File: src/rtl/hazard_controller.sv
// Stall/flush sequencer for the five-stage RV32i pipeline.
// Optional performance counters are compiled in with HAZARD_PERF_CNT_EN.
module hazard_controller #(
  parameter int unsigned STALL_CNT_W = 32
) (
  input  logic       CLK,
  input  logic       RST,
  input  logic [4:0] Rs1_D,
  input  logic [4:0] Rs2_D,
  input  logic [4:0] Rd_E,
  input  logic       Mem_Read_E,
  input  logic       PC_Src_E,
  input  logic       IMem_Ready,
  input  logic       DMem_Req_M,
  input  logic       DMem_Ready,
  output logic       Stall_F,
  output logic       Stall_D,
  output logic       Flush_D,
  output logic       Stall_E,
  output logic       Flush_E
`ifdef HAZARD_PERF_CNT_EN
  ,
  output logic [STALL_CNT_W-1:0] Stall_Count,
  output logic [STALL_CNT_W-1:0] Flush_Count
`endif
);

  typedef enum logic [1:0] {RUN, DWAIT, IDROP} state_t;

  state_t state, state_nxt;
  logic   load_use;
  logic   dmem_busy;

  assign load_use  = Mem_Read_E && (Rd_E != 5'd0) && ((Rd_E == Rs1_D) || (Rd_E == Rs2_D));
  assign dmem_busy = DMem_Req_M && !DMem_Ready;

  always_ff @(posedge CLK) begin
    if (RST) state <= RUN;
    else     state <= state_nxt;
  end

  // A data stall leaves IDROP pending: the stale fetch still has to be discarded.
  always_comb begin
    state_nxt = state;
    case (state)
      RUN, DWAIT: begin
        if (dmem_busy)                     state_nxt = DWAIT;
        else if (PC_Src_E && !IMem_Ready)  state_nxt = IDROP;
        else                               state_nxt = RUN;
      end
      IDROP: begin
        if (dmem_busy || !IMem_Ready) state_nxt = IDROP;
        else                          state_nxt = RUN;
      end
      default: state_nxt = RUN;
    endcase
  end

  always_comb begin
    Stall_F = 1'b0;
    Stall_D = 1'b0;
    Flush_D = 1'b0;
    Stall_E = 1'b0;
    Flush_E = 1'b0;
    if (!RST) begin
      if (dmem_busy) begin
        Stall_F = 1'b1;
        Stall_D = 1'b1;
        Stall_E = 1'b1;
      end else if (PC_Src_E) begin
        Flush_D = 1'b1;
        Flush_E = 1'b1;
      end else if (load_use) begin
        Stall_F = 1'b1;
        Stall_D = 1'b1;
        Flush_E = 1'b1;
      end else if (state == IDROP) begin
        Flush_D = 1'b1;
        Stall_F = !IMem_Ready;
      end else if (!IMem_Ready) begin
        Stall_F = 1'b1;
        Flush_D = 1'b1;
      end
    end
  end

`ifdef HAZARD_PERF_CNT_EN
  logic idrop_discard;

  assign idrop_discard = (state == IDROP) && !dmem_busy && !PC_Src_E && !load_use && IMem_Ready;

  always_ff @(posedge CLK) begin
    if (RST) begin
      Stall_Count <= '0;
      Flush_Count <= '0;
    end else begin
      if (Stall_F)                  Stall_Count <= Stall_Count + STALL_CNT_W'(1);
      if (Flush_E || idrop_discard) Flush_Count <= Flush_Count + STALL_CNT_W'(1);
    end
  end
`endif

endmodule

File: config.mk
export PLATFORM = sky130hd
export DESIGN_NAME = hazard_controller
export DESIGN_NICKNAME = d
export VERILOG_FILES = /design/src/rtl/hazard_controller.sv
export SDC_FILE = /design/constraint.sdc
export NUM_CORES = 1
export LEC_CHECK = 0
export BUFFER_PORTS_ARGS = -buffer_cell sky130_fd_sc_hd__buf_2
export CAP_MARGIN = 30
export CELL_PAD_IN_SITES_DETAIL_PLACEMENT = 1
export CELL_PAD_IN_SITES_GLOBAL_PLACEMENT = 2
export CORE_MARGIN = 4
export CORE_UTILIZATION = 15
export DETAILED_ROUTE_END_ITERATION = 6
export MAX_ROUTING_LAYER = met4
export PLACE_DENSITY = 0.84
export SLEW_MARGIN = 20
export SYNTH_ARGS = -nofsm -noshare
export SYNTH_HDL_FRONTEND = slang
export SYNTH_SLANG_ARGS = --single-unit
File: constraint.sdc
create_clock -name CLK -period 1.45 [get_ports CLK]
set_input_delay 0.145 -clock CLK [delete_from_list [all_inputs] [get_ports CLK]]
set_output_delay 0.145 -clock CLK [all_outputs]
set_load 0.03 [all_outputs]
Word-level counts from Yosys, hierarchy flattened

Cells that the tools add are included.

Bits in registers: 2
Bits of input ports: 22

Equality and inequality tests: 4
Multiplexer cells: 24
Reductions and logical operators: 11

Operators with widths:

| operator           | number |
|---|---|
| $mux 1             | 20 |
| $eq 5x5->1         | 2 |
| $mux 2             | 3 |
| $reduce_bool 5->1  | 1 |
| $logic_and 1x1->1  | 4 |
| $pmux 2 s2         | 1 |
| $eq 2x1->1 const B | 1 |
| $eq 2x2->1 const B | 1 |
| $logic_not 1->1    | 2 |
| $logic_not 2->1    | 1 |
| $logic_or 1x1->1   | 2 |
| $reduce_or 2->1    | 1 |

Logic depth before layout (Yosys ltp)

Depth after elaboration: 7
Gate-level depth with buffers: 5
Gate-level depth less buffers: 5

Worst setup path after synthesis

OpenSTA, ideal clock, no wires.

Path kind: input to output
Start point: input Rd_E[3]
End point: output Stall_D
Arrival: 1.448 ns
Data required time: 1.305 ns
Setup slack: -0.143 ns
Stages on the path: 5
Cell sequence: xor2_1 nor3_2 a22oi_1 or3_1 a21oi_1

Word-level cells in the longest chain between the ends: 7
Elaborated cells on any way between the ends: 10

RTL lines:

| element                                               | RTL line | source |
|---|---|---|
| from (decl)                                           | 10       | `input logic [4:0] Rd_E,` |
| $eq 5x5->1 or $reduce_bool 5->1 (tied branches)       | 34       | `assign load_use = Mem_Read_E && (Rd_E != 5'd0) && ((Rd_E == Rs1_D) \|\| (Rd_E == Rs2_D));` |
| $logic_or 1x1->1 or $logic_and 1x1->1 (tied branches) | 34       |  |
| $logic_and 1x1->1 (*)                                 | 34       |  |
| $mux 1 (*)                                            | 73       | `end else if (load_use) begin` |
| $mux 1 (*)                                            | 70       | `end else if (PC_Src_E) begin` |
| $mux 1 (*)                                            | 66       | `if (dmem_busy) begin` |
| $mux 1 (*)                                            | 65       | `if (!RST) begin` |
| to (decl)                                             | 17       | `output logic Stall_D,` |

Mark *: on every way between the ends. The rest lies on a longest branch, timed or not.

Final worst setup path

Start point: input Rd_E[2]
End point: output Flush_D

Word-level cells in the longest chain between the ends: 7
Elaborated cells on any way between the ends: 10

RTL lines:

| element                                               | RTL line | source |
|---|---|---|
| $eq 5x5->1 or $reduce_bool 5->1 (tied branches)       | 34       |  |
| $logic_or 1x1->1 or $logic_and 1x1->1 (tied branches) | 34       |  |
| $logic_and 1x1->1 (*)                                 | 34       |  |
| $mux 1 (*)                                            | 73       |  |
| $mux 1 (*)                                            | 70       |  |
| $mux 1 (*)                                            | 66       |  |
| $mux 1 (*)                                            | 65       |  |
| to (decl)                                             | 18       | `output logic Flush_D,` |

Marked as above.

==> flow_metrics.py <==
metrics = {
    "status": {
        "run_status": "complete, but fails checks",
        "violations_in_the_final_reports": "setup timing",
    },
    "yosys": {
        "syn-cell-area_um2": 275.3,
        "post_synthesis_sequential_area_ratio": 0.1455,
        "synth_cell_types": 19,
        "avgSynthCellArea_um2": 7.646,
        "synth.ff_latch_count": 2,
        "postSynthNetCount": 58,
        "synth_cells": 36,
        "yosysWarningCount": 0,
    },
    "detailed_routing": {
        "post_drt_wl_per_cell_um": 10.55,
        "aggregate_routed_wire_length_um": 960,
        "vias_per_cell": 4.132,
        "first_iter_violations": 2,
        "final_antenna_net_count": 0,
        "route.vias.total": 376,
        "drtPass1Iterations": 2,
        "drc": 0,
    },
    "grt": {
        "gr-total-overflow": 0,
        "first_global_vias": 395,
        "grt_first_pass_wirelength_mm": 1.607,
        "track_usage": 0.08344,
        "grt_start_max_net_pins": 7,
        "initial_antenna_violation_count": 0,
    },
    "floorplan": {
        "start_util": 0.1594,
        "number_of_top_level_pins": 27,
        "die_w_um": 50.84,
        "chipHeight_um": 50.84,
        "row_count": 15,
        "fp.dieArea_um2": 2584,
        "coreArea_um2": 1727,
    },
    "power": {
        "ratio_of_total_power_to_cell_area_nw_per_um2": 585.0,
        "ir_worst_vdd_mv": 0.2259,
        "power.leakage_nw": 0.2608,
        "totalPowerFinal_w": 0.0003315,
    },
    "timing": {
        "worstMarginPinSlew_ns": 0.2692,
        "rsz0062_at_grt": "true",
        "finalHoldWorstSlack_ns": 0.1422,
        "final_max_slew_viol_count": 0,
        "fin_setup_tns_ns": -0.2503,
        "final.setup.worst_slack_ns": -0.1128,
        "finalHoldViolations": 0,
        "finalClockSkew_ns": 0.003618,
        "maxSlewHeadroom": 0.8205,
        "min_period_over_period": 1.078,
        "fin_crit_ns": 1.563,
        "max_freq_ghz": 0.6399,
        "timing.final.setup_violations": 3,
    },
    "place": {
        "place_congestion": 0.6656,
        "number_of_cells_after_detailed_placement": 88,
        "hpwlAfterDp_um": 818.2,
        "port_buffers": 26,
        "postPlaceCellArea_um2": 447.9,
    },
    "min_path": {
        "worst_hold_path.endpoint": "state[1]$_SDFF_PP0_",
        "worst_hold_path_cell_count": 2,
        "holdCritStartpoint": "IMem_Ready",
        "hold_path.class": "input pin to flop",
    },
    "setup_path": {
        "crit_required_ns": 1.31,
        "cp_max_fo": 3,
        "startpoint_type": "input pin",
        "regToRegStartpoint": "state[1]$_SDFF_PP0_",
        "crit_path_dat_ns": 1.42,
        "worst_r2r_endpoint": "state[1]$_SDFF_PP0_",
        "worstSetupEndpointType": "output pin",
        "worstRegToRegCells": 4,
        "r2r_setup_slack_ns": 0.58,
        "path_class": "input pin to output pin",
    },
    "clock_tree": {
        "worst_skew_pair.late_latency_ns": 0.22,
        "clkSlewWorstSetupHoldPaths_ns": 0.03,
        "clkSinkCount": 2,
        "cts_max_path_buffers": 2,
        "clock-root-buffer": "sky130_fd_sc_hd__clkbuf_4",
        "htreeDepth": 1,
        "cts_inserted_buffers": 3,
        "clock_tree_from_tritoncts": "built",
        "postCtsSetupBuffers": 0,
    },
    "layout": {
        "n_diodes": 0,
        "area_occupied_by_registers_um2": 40.04,
        "area_growth_syn_to_layout_pct": 105.9,
        "layout.cells.most_common_list": "sky130_fd_sc_hd__buf_2 (18), sky130_fd_sc_hd__xor2_1 (9), sky130_fd_sc_hd__nor2_1 (6), sky130_fd_sc_hd__buf_6 (6), sky130_fd_sc_hd__clkbuf_4 (3)",
        "finalInstanceArea_um2": 566.8,
        "max_ffs_per_register": 2,
        "multi_input_comb_area_um2": 277.8,
        "post_route_cells_drive_above_1_share": 0.5909,
        "largest_register": "state",
        "design.final.nets": 90,
        "most_common_cell_after_layout_fill_and_taps_aside": "sky130_fd_sc_hd__buf_2",
        "count_of_fill_cells_added_during_filler_insertion": 228,
        "non_filler_instances": 91,
        "largestRegisters": "state: 2 flops",
    },
    "run": {
        "maxCapViolations": 0,
    },
}
final cells by class:
| type | count | area share |
|---|---|---|
| clock buffers | 3 | 0.03974 |
| flip-flops and latches | 2 | 0.07064 |
| multi-input cells | 32 | 0.4901 |
| repair buffers | 27 | 0.3311 |
| inverters | 2 | 0.01325 |
| well taps | 25 | 0.05519 |
what timing repair did:
item | CTS | global route
gates resized for setup | 16 | 6
setup endpoints to repair | 4 | 4
hold buffers | 0 | 0
pin swaps | 8 | 9
endpoints found under the hold margin | 0 | 0
cell usage after synthesis:
master,number,share of area
sky130_fd_sc_hd__o21a_1,1,0.027
sky130_fd_sc_hd__a22oi_1,1,0.027
sky130_fd_sc_hd__a211oi_1,1,0.027
sky130_fd_sc_hd__dfxtp_1,2,0.15
sky130_fd_sc_hd__a31oi_1,1,0.023
sky130_fd_sc_hd__nor2_1,6,0.082
sky130_fd_sc_hd__nor3_2,2,0.073
sky130_fd_sc_hd__o311a_2,1,0.041
sky130_fd_sc_hd__xor2_1,10,0.32
sky130_fd_sc_hd__or3_1,1,0.023
sky130_fd_sc_hd__inv_1,2,0.027
sky130_fd_sc_hd__nand2b_1,1,0.023
sky130_fd_sc_hd__a21o_1,1,0.027
sky130_fd_sc_hd__o21ai_2,1,0.032
sky130_fd_sc_hd__or4_1,1,0.027
sky130_fd_sc_hd__nor3_1,1,0.018
sky130_fd_sc_hd__o21ai_0,1,0.018
sky130_fd_sc_hd__a21oi_1,1,0.018
sky130_fd_sc_hd__nor2b_1,1,0.023
per-stage QoR:
step	setup slack (ns)	utilization
after floorplan	0.01984	-
after global placement	-0.1926	0.2594
after detailed placement	-0.2244	0.2594
after CTS	-0.1304	0.3101
after global routing	-0.1543	0.3283
final	-0.1128	0.3283
routing by layer:
layer | vias up | part of all wire | global-route usage | routed length [µm]
li1 | 186 | - | - | -
met1 | 163 | 0.33 | 0.08099 | 312
met2 | 25 | 0.50 | 0.1391 | 478
met3 | 2 | 0.17 | 0.04082 | 161
met4 | 0 | 0.0073 | 0.04036 | 7
met5 | - | 0 | - | 0
critical path, stage by stage:
cell,delay (ns)
sky130_fd_sc_hd__buf_8,0.10
sky130_fd_sc_hd__or4_4,0.54
sky130_fd_sc_hd__o21ai_4,0.15
sky130_fd_sc_hd__or3_4,0.17
sky130_fd_sc_hd__o311a_4,0.19
sky130_fd_sc_hd__buf_6,0.12
worst max-delay path by stage:
stage,start,endpoint,slack (ns)
4_1_cts,Rd_E[4],Flush_D,-0.13
2_1_floorplan,Rd_E[3],Stall_D,0.02
5_1_grt,Rd_E[2],Flush_D,-0.15
3_3_place_gp,Rd_E[1],Flush_D,-0.19
3_5_place_dp,Rd_E[1],Flush_D,-0.22
6_report,Rd_E[2],Flush_D,-0.11
power breakdown:
part	internal, W	switching (W)	total [W]
clock network	0.0000912	0.0000297	0.000121
logic	0.0000757	0.0000753	0.000151
registers	0.0000584	0.00000122	0.0000596
cell families after synthesis:
logic type,Yosys count,synth area share
AND/OR/NAND/NOR,13,0.2682
AO/OA/AOI/OAI,9,0.2409
flip-flops,2,0.1455
buffers and inverters,2,0.02728
XOR/XNOR,10,0.3182
Note: power is estimated with default switching activity, not from simulation.
